--- config.mk ---
export PLATFORM = sky130hd
export DESIGN_NAME = cla_adder_pipe
export DESIGN_NICKNAME = d
export VERILOG_FILES = /design/src/rtl/cla_pkg.sv /design/src/rtl/cla_group.sv /design/src/rtl/cla_adder_pipe.sv
export SDC_FILE = /design/constraint.sdc
export NUM_CORES = 1
export LEC_CHECK = 0
export BUFFER_PORTS_ARGS = -buffer_cell sky130_fd_sc_hd__buf_2
export CAP_MARGIN = 20
export CORE_MARGIN = 1
export CORE_UTILIZATION = 59
export CTS_CLUSTER_SIZE = 24
export DETAILED_ROUTE_END_ITERATION = 10
export GPL_TIMING_DRIVEN = 0
export PLACE_DENSITY = 0.88
export SYNTH_ARGS = -nofsm -noshare
export SYNTH_HDL_FRONTEND = slang
export SYNTH_SLANG_ARGS = --single-unit
--- constraint.sdc ---
create_clock -name clk -period 7.4 [get_ports clk]
set_input_delay 0.37 -clock clk [delete_from_list [all_inputs] [get_ports clk]]
set_output_delay 0.37 -clock clk [all_outputs]
set_load 0.02 [all_outputs]
--- src/rtl/cla_pkg.sv ---
// rtl/cla_pkg.sv - shared constants, depth helper and stage record for the pipelined CLA adder
package cla_pkg;

  localparam int DEF_WIDTH = 32;
  localparam int DEF_GROUP = 8;

  // Pipeline depth; a zero group size is rejected at elaboration, 1 keeps the divide safe meanwhile.
  function automatic int ngrp(input int w, input int g);
    return (g < 1) ? 1 : w / g;
  endfunction

  typedef struct packed {
    logic                 valid;
    logic                 sub;
    logic                 carry;
    logic [DEF_WIDTH-1:0] a_rem;
    logic [DEF_WIDTH-1:0] b_rem;
    logic [DEF_WIDTH-1:0] sum_acc;
  } cla_stage_t;

endpackage

--- src/rtl/cla_group.sv ---
// rtl/cla_group.sv - combinational carry-lookahead group with full lookahead carries
module cla_group #(
  parameter int GROUP = 8
) (
  input  logic [GROUP-1:0] a,
  input  logic [GROUP-1:0] b,
  input  logic             cin,
  output logic [GROUP-1:0] sum,
  output logic             cout,
  output logic             c_msb,
  output logic             gg,
  output logic             pg
);

  logic [GROUP-1:0] g;
  logic [GROUP-1:0] p;
  logic [GROUP:0]   c;

  assign g = a & b;
  assign p = a | b;

  // Each carry is a flat sum-of-products over g/p/cin, so no carry depends on another carry.
  always_comb begin
    logic acc;
    logic term;
    c    = '0;
    acc  = 1'b0;
    term = 1'b0;
    for (int i = 0; i <= GROUP; i++) begin
      acc = cin;
      for (int j = 0; j < i; j++) acc = acc & p[j];
      for (int j = 0; j < i; j++) begin
        term = g[j];
        for (int m = j + 1; m < i; m++) term = term & p[m];
        acc = acc | term;
      end
      c[i] = acc;
    end
  end

  always_comb begin
    logic term;
    gg   = 1'b0;
    term = 1'b0;
    for (int j = 0; j < GROUP; j++) begin
      term = g[j];
      for (int m = j + 1; m < GROUP; m++) term = term & p[m];
      gg = gg | term;
    end
  end

  assign pg    = &p;
  assign sum   = a ^ b ^ c[GROUP-1:0];
  assign cout  = c[GROUP];
  assign c_msb = c[GROUP-1];

endmodule

--- src/rtl/cla_adder_pipe.sv ---
// rtl/cla_adder_pipe.sv - pipelined carry-lookahead adder/subtractor, one lookahead group per stage
module cla_adder_pipe
  import cla_pkg::*;
#(
  parameter int WIDTH = DEF_WIDTH,
  parameter int GROUP = DEF_GROUP
) (
  input  logic             clk,
  input  logic             rst,
  input  logic             in_valid,
  output logic             in_ready,
  input  logic             in_sub,
  input  logic [WIDTH-1:0] in_a,
  input  logic [WIDTH-1:0] in_b,
  input  logic             in_cin,
  output logic             out_valid,
  input  logic             out_ready,
  output logic [WIDTH-1:0] out_sum,
  output logic             out_cout,
  output logic             out_ovf,
  output logic             out_zero
);

  localparam int NGRP = ngrp(WIDTH, GROUP);

  if (GROUP < 1 || GROUP > 8 || (WIDTH % ((GROUP < 1) ? 1 : GROUP)) != 0) begin : g_bad_param
    $error("cla_adder_pipe: WIDTH must be a multiple of GROUP and GROUP must be 1..8");
  end

  typedef struct packed {
    logic             valid;
    logic             sub;
    logic             carry;
    logic [WIDTH-1:0] a_rem;
    logic [WIDTH-1:0] b_rem;
    logic [WIDTH-1:0] sum_acc;
  } stage_t;

  logic   adv;
  stage_t src [NGRP];

  // The whole pipe moves in lockstep; the only stall source is an unaccepted result.
  assign adv      = !out_valid || out_ready;
  assign in_ready = adv;

  assign src[0].valid   = in_valid;
  assign src[0].sub     = in_sub;
  assign src[0].carry   = in_sub | in_cin;
  assign src[0].a_rem   = in_a;
  assign src[0].b_rem   = in_b;
  assign src[0].sum_acc = '0;

  for (genvar k = 0; k < NGRP; k++) begin : g_stage
    logic [GROUP-1:0] ga;
    logic [GROUP-1:0] gb;
    logic [GROUP-1:0] gs;
    logic             gco;
    logic             gcm;
    logic             ggen;
    logic             gprop;

    // Operand slices are shifted down each stage, so the current group always sits at bit 0.
    assign ga = src[k].a_rem[GROUP-1:0];
    assign gb = src[k].b_rem[GROUP-1:0] ^ {GROUP{src[k].sub}};

    cla_group #(.GROUP(GROUP)) u_grp (
      .a     (ga),
      .b     (gb),
      .cin   (src[k].carry),
      .sum   (gs),
      .cout  (gco),
      .c_msb (gcm),
      .gg    (ggen),
      .pg    (gprop)
    );

    if (k < NGRP - 1) begin : g_mid
      stage_t q;

      always_ff @(posedge clk or posedge rst) begin
        if (rst) begin
          q <= '0;
        end else if (adv) begin
          q.valid   <= src[k].valid;
          q.sub     <= src[k].sub;
          q.carry   <= gco;
          q.a_rem   <= src[k].a_rem >> GROUP;
          q.b_rem   <= src[k].b_rem >> GROUP;
          q.sum_acc <= src[k].sum_acc | (WIDTH'(gs) << (k * GROUP));
        end
      end

      assign src[k+1] = q;
    end else begin : g_last
      logic [WIDTH-1:0] sum_full;

      assign sum_full = src[k].sum_acc | (WIDTH'(gs) << (k * GROUP));

      always_ff @(posedge clk or posedge rst) begin
        if (rst) begin
          out_valid <= 1'b0;
          out_sum   <= '0;
          out_cout  <= 1'b0;
          out_ovf   <= 1'b0;
          out_zero  <= 1'b0;
        end else if (adv) begin
          out_valid <= src[k].valid;
          out_sum   <= sum_full;
          out_cout  <= gco;
          out_ovf   <= gcm ^ gco;
          out_zero  <= ~|sum_full;
        end
      end
    end
  end

endmodule

==> metrics <==
router iterations before antenna repair=5; Unique masters post-synth=42; GRT Total Usage=27.3%; CP Launch Type=flip-flop; Most common cell on crit path=buf_2; fin. max-slew vios=0; power per cell area=477 mW/mm^2; CP max stage cell=clkbuf_1; Initial Util=60.4%; CTS tree=done; HP Class=in -> async; DRC viols=0; Final Wtd Congestion=0.845; Total Wirelength=20500 um; Sw Ratio=41.9%; Switch Pwr=2.11 mW; final core occ=69.5%; setup_tns=0 ps; Final Power=5.04 mW; Post-Synth Adder-Cell Area=9.60%; Synth Area in Compound Gates=6.59%; final instance area=0.0106 mm^2; Crit Path Category=reg -> out; Die Area=0.0161 mm^2; # IOs=107; endpoints failing setup=0; final antenna-violating net count=0; post-synthesis sequential area ratio=51.5%; max-cap violations=0; post-synthesis mux area share=0.245%; highest clock rate=348 MHz; number of CTS-inserted buffers=17; Die Span X=127 um; vias in the first global route=7164; core box area=0.0152 mm^2; worst vdd ir=0.277 mV; gr ovfl total=0; RSZ-0062 raised after global routing=no; HPWL Detailed=14800 um; Clock power frac=18.0%; Syn Nets=1172; Setup WS pre-CTS=4620 ps; I/O Buffers=105; hold_ws=-20.1 ps; commonest cells after routing, fill and taps aside=nand2_1 (435), dfrtp_1 (189), buf_2 (120), inv_1 (77), ha_1 (64); initial antenna violation count=0; P&R area growth vs syn=15.1%; Post-CTS Setup Inserts=0; Simple-Gate Fraction of Synth Area=21.4%; sequential share of power=35.8%; mapped cell area=0.00918 mm^2; worst path cell trace=nor2b_1 -> clkbuf_1 -> inv_1 -> clkbuf_1 -> buf_2 -> buf_2 -> buf_2; endpoint class of the critical path=output pin; 1st-iter DRT viols=517; DIE HEIGHT=127 um; Root Driver=clkbuf_16; # hold bufs at CTS=0; number of synthesis warnings=0; fraction of layout cells with a size suffix above 1=14.0%; CP peak stage delay=460 ps; fin crit share=38.9%; post-CTS sizing=0; Clock transition at path regs=60 ps; CP Max Fanout=10; Row Count=45; antenna cells=0; crit-path leading delay family=buffers and inverters; Synth Area per Inst=8.87 um^2; Cells after Synth=1034; Vias per Instance=5.38; first-pass GRT wire length=34200 um; worst slew pin tran=737 ps; CTS Sinks=189; failing checks=hold timing; main combinational cell family by area after synthesis=simple AND/OR/NAND/NOR gates; Clock Latency Late Sink=440 ps; outcome=complete, but fails checks; Comb power frac=46.3%; commonest non-fill, non-tap cell in the layout=nand2_1; average wire per standard cell=15.1 um; CTS max path bufs=2; Final WS setup=4520 ps; # H-tree levels=4; Worst Path Arrival=2510 ps; static leakage=5.69 nW; nets=1297; Final Hold Fails=8; XOR/XNOR Fraction of Synth Area=5.35%; largest net degree at the start of global routing=110; Buf/Inv on CP=6; Max-slew headroom=50.9%; required time worst endpoint=7030 ps; internal cell power=2.93 mW; vias=7313; min Tclk post-route=2880 ps; Yosys reg bits=189; placed inst area=0.00997 mm^2; Layout Skew=7.90 ps
per-layer routing:
layer,share of wire [%],wire (um),GRT usage (%)
met1,43,8770,34.4
met2,49,10100,46.3
met3,5.5,1130,5.53
met4,2.7,558,11.6
met5,0,0,0
cells by family after synthesis:
logic type | after synthesis
adder cells (fa/ha/maj) | 68
AO/OA/AOI/OAI | 97
AND/OR/NAND/NOR | 498
XOR/XNOR | 56
multiplexers | 2
buffers and inverters | 124
flip-flops | 189
stage by stage:
stage                     hold slack (ps)  cells
final                               -20.1   1359
after global routing                 23.2   1359
after CTS                            20.6   1359
after detailed placement              451   1328
after global placement                441   1327
after floorplan                       430   1034
synthesized netlist by cell type:
library cell / instances / area [um^2]
a21o_1: 1 / 7.51
inv_1: 78 / 293
buf_2: 15 / 75.1
o21ai_0: 35 / 175
mux2_2: 2 / 22.5
o22ai_1: 1 / 6.26
or3b_1: 1 / 8.76
nor3b_1: 1 / 7.51
clkbuf_1: 30 / 113
o21bai_1: 7 / 52.6
nand2_1: 435 / 1630
a21oi_1: 30 / 150
dfrtp_1: 189 / 4730
nand4_1: 1 / 6.26
nor2b_1: 2 / 12.5
o21a_1: 6 / 45.0
nand2b_4: 1 / 13.8
a211oi_1: 3 / 22.5
fa_1: 4 / 80.1
o41ai_1: 2 / 17.5
o21ai_1: 1 / 5.00
a41oi_2: 1 / 16.3
xnor2_1: 23 / 201
and2b_2: 1 / 8.76
or3_1: 1 / 6.26
nand4b_1: 1 / 8.76
ha_1: 64 / 801
nor4_1: 5 / 31.3
a2111oi_4: 1 / 27.5
xor2_1: 33 / 289
o31ai_1: 6 / 45.0
o21ba_4: 1 / 16.3
o21ai_2: 1 / 8.76
buf_4: 1 / 7.51
nand2b_1: 6 / 37.5
or2_0: 1 / 6.26
nor2_1: 29 / 109
nor2_2: 1 / 6.26
a211o_1: 1 / 8.76
nor3_1: 9 / 45.0
nand3_1: 2 / 10.0
nor2b_2: 1 / 8.76
final cells by class:
| type | count | area [um^2] |
|---|---|---|
| buffer | 46 | 195 |
| clock buffer | 23 | 508 |
| clock inverter | 8 | 80.1 |
| fill | 1096 | 4640 |
| inverter | 78 | 300 |
| multi-input combinational | 721 | 3960 |
| sequential | 189 | 4730 |
| tap | 188 | 235 |
| timing repair buffer | 106 | 553 |
sequential cells by signal (all words and copies together), names as in the netlist:
| signal | flops |
|---|---|
| g_stage.g_mid.q | 153 |
| out_sum | 32 |
| out_cout | 1 |
| out_ovf | 1 |
| out_valid | 1 |
| out_zero | 1 |
final timing paths:
check                                       start                     end  slack, ps  depth (start not counted)
setup / recovery                        out_valid                in_ready       4520                          7
hold / removal                                rst  g_stage[0].g_mid.q[33]        -20                          2
setup reg to reg           g_stage[0].g_mid.q[97]  g_stage[1].g_mid.q[15]       4530                         10
hold reg to reg                       out_sum[15]             out_sum[15]        460                          2
max in group asynchronous                     rst  g_stage[2].g_mid.q[71]       6530                          3
min in group clk                         in_a[25]  g_stage[0].g_mid.q[81]        120                          3
power by group through the flow:
stage,Sequential (mW),Clock (mW),Combinational [mW]
3_5_place_dp,1.80,0,2.27
2_1_floorplan,1.84,0,1.58
6_report,1.80,0.905,2.33
3_3_place_gp,1.78,0,2.14
4_1_cts,1.79,0.905,2.32
5_1_grt,1.84,0.953,2.60
Note: power is estimated with default switching activity, not from simulation.
